[src/rtl/ex_pkg.sv]
// ex_pkg: class/op encodings and iteration FSM states for the execute stage
package ex_pkg;
  localparam logic [2:0] ALUSEL_LOGIC  = 3'b001;
  localparam logic [2:0] ALUSEL_SHIFT  = 3'b010;
  localparam logic [2:0] ALUSEL_ARITH  = 3'b100;
  localparam logic [2:0] ALUSEL_MULDIV = 3'b101;
  localparam logic [2:0] ALUOP_OR      = 3'd0;
  localparam logic [2:0] ALUOP_AND     = 3'd1;
  localparam logic [2:0] ALUOP_XOR     = 3'd2;
  localparam logic [2:0] ALUOP_SLL     = 3'd0;
  localparam logic [2:0] ALUOP_SRL     = 3'd1;
  localparam logic [2:0] ALUOP_SRA     = 3'd2;
  localparam logic [2:0] ALUOP_ADD     = 3'd0;
  localparam logic [2:0] ALUOP_SUB     = 3'd1;
  localparam logic [2:0] ALUOP_SLT     = 3'd2;
  localparam logic [2:0] ALUOP_SLTU    = 3'd3;
  localparam logic [2:0] ALUOP_MUL     = 3'd0;
  localparam logic [2:0] ALUOP_MULH    = 3'd1;
  localparam logic [2:0] ALUOP_MULHSU  = 3'd2;
  localparam logic [2:0] ALUOP_MULHU   = 3'd3;
  localparam logic [2:0] ALUOP_DIV     = 3'd4;
  localparam logic [2:0] ALUOP_DIVU    = 3'd5;
  localparam logic [2:0] ALUOP_REM     = 3'd6;
  localparam logic [2:0] ALUOP_REMU    = 3'd7;
  typedef enum logic [1:0] {IDLE, MUL, DIV, FIX} state_t;
endpackage

[src/rtl/ex_muldiv_iter.sv]
// ex_muldiv_iter: radix-2 shift-add multiplier / restoring divider on magnitudes with sign fix-up
module ex_muldiv_iter
  import ex_pkg::*;
#(
  parameter int XLEN = 32
) (
  input  logic            clk,
  input  logic            reset,
  input  logic            flush,
  input  logic            start,
  input  logic            hold,
  input  logic [2:0]      op,
  input  logic [XLEN-1:0] a,
  input  logic [XLEN-1:0] b,
  output logic            idle,
  output logic            done,
  output logic [XLEN-1:0] result
);
  localparam int CW = $clog2(XLEN);
  state_t state;
  logic [CW-1:0] cnt;
  logic [XLEN-1:0] acc, mq, den, acc_nx, mq_nx, quo, rem, mag_a, mag_b;
  logic [2:0] op_q;
  logic neg_q, neg_r, a_neg, b_neg;
  logic [XLEN:0] add_sum, sub_diff;
  logic [2*XLEN-1:0] prod;
  assign a_neg = a[XLEN-1] && (op == ALUOP_MULH || op == ALUOP_MULHSU || op == ALUOP_DIV || op == ALUOP_REM);
  assign b_neg = b[XLEN-1] && (op == ALUOP_MULH || op == ALUOP_DIV || op == ALUOP_REM);
  assign mag_a = a_neg ? -a : a;
  assign mag_b = b_neg ? -b : b;
  assign add_sum = {1'b0, acc} + (mq[0] ? {1'b0, den} : '0);
  assign sub_diff = {acc, mq[XLEN-1]} - {1'b0, den};
  assign acc_nx = state == MUL ? add_sum[XLEN:1]
                : sub_diff[XLEN] ? {acc[XLEN-2:0], mq[XLEN-1]} : sub_diff[XLEN-1:0];
  assign mq_nx = state == MUL ? {add_sum[0], mq[XLEN-1:1]} : {mq[XLEN-2:0], ~sub_diff[XLEN]};
  assign prod = neg_q ? -{acc, mq} : {acc, mq};
  assign quo = neg_q ? -mq : mq;
  assign rem = neg_r ? -acc : acc;
  assign result = op_q == ALUOP_MUL ? prod[XLEN-1:0]
                : (op_q == ALUOP_DIV || op_q == ALUOP_DIVU) ? quo
                : (op_q == ALUOP_REM || op_q == ALUOP_REMU) ? rem
                : prod[2*XLEN-1:XLEN];
  assign idle = state == IDLE;
  assign done = state == FIX;
  // load magnitudes on start, one radix-2 step per cycle, wait in FIX until the output is free
  always_ff @(posedge clk) begin
    if (!reset) begin
      state <= IDLE;
      cnt   <= '0;
      acc   <= '0;
      mq    <= '0;
      den   <= '0;
      op_q  <= '0;
      neg_q <= 1'b0;
      neg_r <= 1'b0;
    end else if (flush) begin
      state <= IDLE;
    end else begin
      case (state)
        IDLE: if (start) begin
          acc   <= '0;
          mq    <= mag_a;
          den   <= mag_b;
          op_q  <= op;
          neg_q <= a_neg ^ b_neg;
          neg_r <= a_neg;
          cnt   <= CW'(XLEN - 1);
          state <= op >= ALUOP_DIV ? DIV : MUL;
        end
        MUL, DIV: begin
          acc <= acc_nx;
          mq  <= mq_nx;
          cnt <= cnt - CW'(1);
          if (cnt == '0) state <= FIX;
        end
        default: if (!hold) state <= IDLE;
      endcase
    end
  end
endmodule

[src/rtl/stage_ex_md.sv]
// stage_ex_md: execute stage with single-cycle ALU, iterative mul/div and registered EX/MEM outputs
module stage_ex_md
  import ex_pkg::*;
#(
  parameter int XLEN      = 32,
  parameter int REGADDR_W = 5
) (
  input  logic                 clk,
  input  logic                 reset,
  input  logic                 valid_i,
  output logic                 ready_o,
  input  logic [2:0]           alusel,
  input  logic [2:0]           aluop,
  input  logic [XLEN-1:0]      op1,
  input  logic [XLEN-1:0]      op2,
  input  logic                 write_i,
  input  logic [REGADDR_W-1:0] regw_addr_i,
  input  logic                 flush_i,
  input  logic                 stall_i,
  output logic                 valid_o,
  output logic                 write_o,
  output logic [REGADDR_W-1:0] regw_addr_o,
  output logic [XLEN-1:0]      regw_data
);
  localparam int SW = $clog2(XLEN);
  localparam logic [XLEN-1:0] MIN_NEG = {1'b1, {(XLEN-1){1'b0}}};
  logic [SW-1:0] sh;
  logic slt, sltu, hold, accept, is_md, fast, start, rem_op, md_idle, md_done, md_write;
  logic [REGADDR_W-1:0] md_addr;
  logic [XLEN-1:0] sra_res, logic_res, shift_res, arith_res, fast_res, alu_res, md_res;
  assign sh = op2[SW-1:0];
  assign sra_res = $signed(op1) >>> sh;
  assign slt = $signed(op1) < $signed(op2);
  assign sltu = op1 < op2;
  assign logic_res = aluop == ALUOP_OR ? op1 | op2
                   : aluop == ALUOP_AND ? op1 & op2
                   : aluop == ALUOP_XOR ? op1 ^ op2 : '0;
  assign shift_res = aluop == ALUOP_SLL ? op1 << sh
                   : aluop == ALUOP_SRL ? op1 >> sh
                   : aluop == ALUOP_SRA ? sra_res : '0;
  assign arith_res = aluop == ALUOP_ADD ? op1 + op2
                   : aluop == ALUOP_SUB ? op1 - op2
                   : aluop == ALUOP_SLT ? XLEN'(slt)
                   : aluop == ALUOP_SLTU ? XLEN'(sltu) : '0;
  assign rem_op = aluop == ALUOP_REM || aluop == ALUOP_REMU;
  assign fast = aluop >= ALUOP_DIV && (op2 == '0 ||
                ((aluop == ALUOP_DIV || aluop == ALUOP_REM) && op1 == MIN_NEG && op2 == '1));
  assign fast_res = op2 == '0 ? (rem_op ? op1 : '1) : (rem_op ? '0 : op1);
  assign alu_res = alusel == ALUSEL_LOGIC ? logic_res
                 : alusel == ALUSEL_SHIFT ? shift_res
                 : alusel == ALUSEL_ARITH ? arith_res
                 : alusel == ALUSEL_MULDIV ? fast_res : '0;
  assign hold = valid_o && stall_i;
  assign ready_o = md_idle && !hold;
  assign accept = valid_i && ready_o && !flush_i;
  assign is_md = alusel == ALUSEL_MULDIV;
  assign start = accept && is_md && !fast;
  ex_muldiv_iter #(.XLEN(XLEN)) u_md (
    .clk(clk),
    .reset(reset),
    .flush(flush_i),
    .start(start),
    .hold(hold),
    .op(aluop),
    .a(op1),
    .b(op2),
    .idle(md_idle),
    .done(md_done),
    .result(md_res)
  );
  // an iterating op keeps the destination it was accepted with
  always_ff @(posedge clk) begin
    if (!reset) begin
      md_write <= 1'b0;
      md_addr  <= '0;
    end else if (start) begin
      md_write <= write_i;
      md_addr  <= regw_addr_i;
    end
  end
  // EX/MEM output registers: flush clears, new results load, stall holds, else drain
  always_ff @(posedge clk) begin
    if (!reset) begin
      valid_o     <= 1'b0;
      write_o     <= 1'b0;
      regw_addr_o <= '0;
      regw_data   <= '0;
    end else if (flush_i) begin
      valid_o <= 1'b0;
      write_o <= 1'b0;
    end else if (accept && !start) begin
      valid_o     <= 1'b1;
      write_o     <= write_i;
      regw_addr_o <= regw_addr_i;
      regw_data   <= alu_res;
    end else if (md_done && !hold) begin
      valid_o     <= 1'b1;
      write_o     <= md_write;
      regw_addr_o <= md_addr;
      regw_data   <= md_res;
    end else if (!stall_i) begin
      valid_o <= 1'b0;
    end
  end
endmodule

[config.mk]
export PLATFORM = sky130hd
export DESIGN_NAME = stage_ex_md
export DESIGN_NICKNAME = d
export VERILOG_FILES = /design/src/rtl/ex_pkg.sv /design/src/rtl/ex_muldiv_iter.sv /design/src/rtl/stage_ex_md.sv
export SDC_FILE = /design/constraint.sdc
export NUM_CORES = 1
export LEC_CHECK = 0
export CAP_MARGIN = 20
export CORE_AREA = 2 2 218 220
export DETAILED_ROUTE_END_ITERATION = 10
export DIE_AREA = 0 0 220 222
export PLACE_DENSITY = 0.7
export RECOVER_POWER = 50
export SLEW_MARGIN = 20
export SYNTH_ARGS = -nofsm -noshare
export SYNTH_HDL_FRONTEND = slang
export SYNTH_SLANG_ARGS = --single-unit
[constraint.sdc]
create_clock -name clk -period 4.2 [get_ports clk]
set_clock_uncertainty 0.15 [all_clocks]
set_input_delay 0.63 -clock clk [delete_from_list [all_inputs] [get_ports clk]]
set_output_delay 0.63 -clock clk [all_outputs]
set_load 0.01 [all_outputs]
==> impl_summary.txt <==
----------------------------------------------------
[STA]
  Final worst path period share ... 98.8%
  Post-route worst setup slack ... 0.0484 ns
  Count of final setup violators ... 0
  Total count of max-transition violations in the final report ... 0
  Rel. slew slack ... 32.6%
  Final count of hold timing violations ... 0
  Achievable frequency ... 0.241 GHz
  Least-Margin Pin Slew ... 1.01 ns
  Tmin final ... 4.15 ns

[Run]
  Max-Cap Viols ... 0

[Worst setup path]
  Worst reg-to-reg path cell count ... 13
  Required time of the critical path ... 4.36 ns
  Worst path top cell family by delay ... simple AND/OR/NAND/NOR gates
  Worst path buffer plus inverter count ... 1
  Largest incremental delay on the critical path ... 0.66 ns
  Number of cells on the critical path ... 9
  Startpoint of the lowest-slack register-to-register path ... u_md.mq[0]$_SDFFE_PN0P_
  Destination of the critical timing path ... regw_data[0]$_SDFFE_PN0P_
  Worst setup slack for register-to-register paths ... 0.19 ns
  Critical path origin ... op1[21]
  Critical path class ... primary input to flop
  Worst-path maximum fanout ... 5
  Element type at the critical path end ... flop
  Terminus of the critical flop-to-flop path ... u_md.acc[30]$_SDFFE_PN0P_
  Crit path DAT ... 4.31 ns
  Crit path cell chain ... clkdlybuf4s50_1 > or4_1 > or3_1 > or3_1 > or3_4 > a21o_1 > a21o_1 > a221oi_1 > a21oi_1
  Type of element launching the critical path ... primary input
  Critical Path Slowest Stage Cell ... or4_1

[Power and ir drop]
  VDD IR max ... 0.341 mV
  Combinational fraction of design power ... 47.6%
  Share of power burned in the clock network ... 27.1%
  Power per Cell Area ... 212 nW/um2
  Switching power as a share of total power ... 42.4%
  Sequential group share of total power ... 25.3%
  Leakage power ... 0.0120 uW
  Sw Pwr ... 2530 uW
  Internal power component ... 3440 uW

[Route]
  Wire length per cell ... 28.5 um
  Iteration-0 DRC Markers ... 4541
  Number of iterations in the first detailed-routing pass ... 6
  Average vias per placed instance ... 6.99
  Routed vias ... 29.7k
  Detailed Route WL ... 121000 um
  Antenna Violating Nets Remaining ... 0
  Number of remaining DRC errors ... 0

[Yosys]
  Synthesis-stage register bit count ... 153
  Syn Area/Cell ... 6.96 um2
  Total nets after synthesis ... 3551
  Post-synthesis cell count ... 3295
  Library cell occupying the most area in the post-synthesis netlist ... dfxtp_1
  Commonest register cell after synthesis ... dfxtp_1
  Number of flops mapped to enable cells by yosys ... 0
  Area share of the largest cell type after synthesis ... 13.4%
  Cell with the most instances after synthesis ... a21oi_1
  Yosys warning total ... 0
  Synth cell count leaders ... a21oi_1, nor2_1, nand2_1
  Async set or reset register ratio after synthesis ... 0%
  Post-synthesis sequential area ratio ... 13.4%
  Mapped Area ... 22900 um2
  Post-synth cell types ... 86
  Top cells by area, synth ... dfxtp_1, ha_1, a21oi_1

[Placement]
  Post-placement worst setup slack ... -0.310 ns
  RD Place Congestion ... 1.10
  HPWL after detailed placement ... 95300 um
  PortBufs ... 120
  Dpl cell area ... 27500 um2
  Placed Cells incl. Taps ... 4211

[CTS]
  Sinks on Clock Net ... 153
  TritonCTS clock tree ... built
  Clk slew on worst S/H paths ... 0.08 ns
  Worst skew pair latency ... 0.46 ns
  Buffers from clock root to sink, at most ... 2
  H-tree lvl count ... 4
  Hold-fix buffers, CTS ... 0
  Clock Tree Root ... clkbuf_16
  Number of clock buffers inserted by TritonCTS ... 17

[Finish]
  Share of layout cells above drive strength 1 ... 16.7%
  Non-Filler Cell Area, Final ... 28100 um2
  Filler instances ... 4266
  Non-Filler Instances ... 4250
  Number of nets in the finished design ... 3884
  Growth of design area from synthesis to finish ... 22.7%

[Floorplan]
  Vert. Die Dim ... 222 um
  Die width ... 220 um
  Area enclosed by the die boundary ... 48800 um2
  Starting Density ... 49.6%
  Total number of placement rows ... 79
  Core area ... 46300 um2
  Boundary pin count ... 121

[Worst hold path]
  Hold Path Stages ... 2
  Path category of the worst min-delay check ... flop to flop

[GRT]
  Total grt overflow ... 0
  Number of antenna violations at the first check in global routing ... 15
  Global Route Usage Sum ... 47.8%
  Global-route wire length before repair ... 176000 um
  Vias in the first global route ... 28.0k
  Largest net degree at the start of global routing ... 86

[Outcome]
  Outcome ... finished clean

----------------------------------------------------
==> power by group through the flow <==
| stage | Combinational [uW] | Sequential, uW | Clock [uW] |
|---|---|---|---|
| 6_report | 2840 | 1510 | 1620 |
| 5_1_grt | 2930 | 1510 | 1670 |
| 4_1_cts | 2660 | 1510 | 1600 |
| 3_5_place_dp | 2650 | 1540 | 0 |
| 3_3_place_gp | 2630 | 1540 | 0 |
| 2_1_floorplan | 1410 | 1530 | 0 |
==> cell families after synthesis <==
family	count (synthesis)	share of synthesized area [%]
mux	165	9.30
xor+xnor	190	7.26
buf+inv	441	7.38
flops	153	13.4
simple gates	1023	20.5
compound gates	1147	32.5
fa+ha+maj	176	9.72
==> stage by stage <==
stage          hold WS, ns  setup TNS, ns  power, uW  utilization [%]
4_1_cts              0.309              0       5770             60.6
3_3_place_gp         0.292          -3.12       4170             59.4
3_5_place_dp         0.299          -8.29       4180             59.4
5_1_grt              0.319       -0.00551       6110             60.8
2_1_floorplan        0.282              0       2950                -
6_report             0.309              0       5960             60.8
==> flip-flops by register name, summed over array words and instances, names as in the netlist <==
name,count
md_write,1
u_md.cnt,5
u_md.op_q,3
u_md.den,32
u_md.state,2
u_md.mq,32
valid_o,1
u_md.neg_q,1
u_md.neg_r,1
u_md.acc,32
write_o,1
regw_data,32
md_addr,5
regw_addr_o,5
==> cell type report <==
type | count | area [um2] | share of cell area (%)
antenna | 2 | 5.00 | 0.0178
clock buffer | 18 | 429 | 1.53
clock inverter | 14 | 160 | 0.569
inverter | 175 | 657 | 2.34
multi-input combinational | 2701 | 18300 | 64.9
sequential | 153 | 3060 | 10.9
tap | 607 | 759 | 2.70
timing repair buffer | 580 | 4800 | 17.1
==> what timing repair did <==
action | CTS | global route
hold endpoints to repair | 0 | 0
resized for setup | 0 | 9
setup buffers | 0 | 3
setup endpoints to repair | 0 | 22
==> per-layer routing <==
layer	GRT usage [%]	wire length [um]	vias up
met2	71.7	50700	2399
met1	58.2	43500	13871
met4	33.8	10800	14
li1	-	-	12801
met5	0	93	-
met3	14.2	16100	640
==> worst min path at each step <==
stage / from / to / slack (ns)
after floorplan: u_md.den[26]$_SDFFE_PN0P_ / u_md.den[26]$_SDFFE_PN0P_ / 0.28
after global placement: md_write$_SDFFE_PN0P_ / md_write$_SDFFE_PN0P_ / 0.29
after detailed placement: md_addr[2]$_SDFFE_PN0P_ / md_addr[2]$_SDFFE_PN0P_ / 0.30
after CTS: md_addr[2]$_SDFFE_PN0P_ / md_addr[2]$_SDFFE_PN0P_ / 0.31
after global routing: u_md.den[30]$_SDFFE_PN0P_ / u_md.den[30]$_SDFFE_PN0P_ / 0.32
final: md_addr[2]$_SDFFE_PN0P_ / md_addr[2]$_SDFFE_PN0P_ / 0.31
==> worst reg2reg max path, stage by stage, from the launching register on <==
cell and delay (ns):
dfxtp_1 0.44, inv_1 0.13, nor2_2 0.19, ha_1 0.27, a211oi_1 0.25, o21bai_1 0.14, o311ai_1 0.34, a211o_1 0.26
a31oi_1 0.18, a2111o_1 0.47, a31o_2 0.30, o31a_1 0.31, xor2_1 0.14, a221o_1 0.32
==> layout by cell type (no fill, tap or decap), types with 25 or more instances in the layout <==
cell type        count
a221oi_1            25
nor2_1             330
buf_4              442
nand3_1             53
mux2_2              25
inv_1              172
o221ai_1            36
nor4_1              31
nand4_1             28
xnor2_1            144
a31oi_1             59
clkdlybuf4s50_1     72
mux2i_1            104
nor3_1              84
mux4_2              36
o21ai_0            223
a21oi_1            340
dfxtp_1            153
o211ai_1            45
xor2_1              45
a211oi_1            89
nand2_1            319
ha_1               169
or3_1               30
dlygate4sd3_1       40
o31ai_1             38
nand2b_1            27
a21o_1              42
Power figures use the tool's default switching activity.
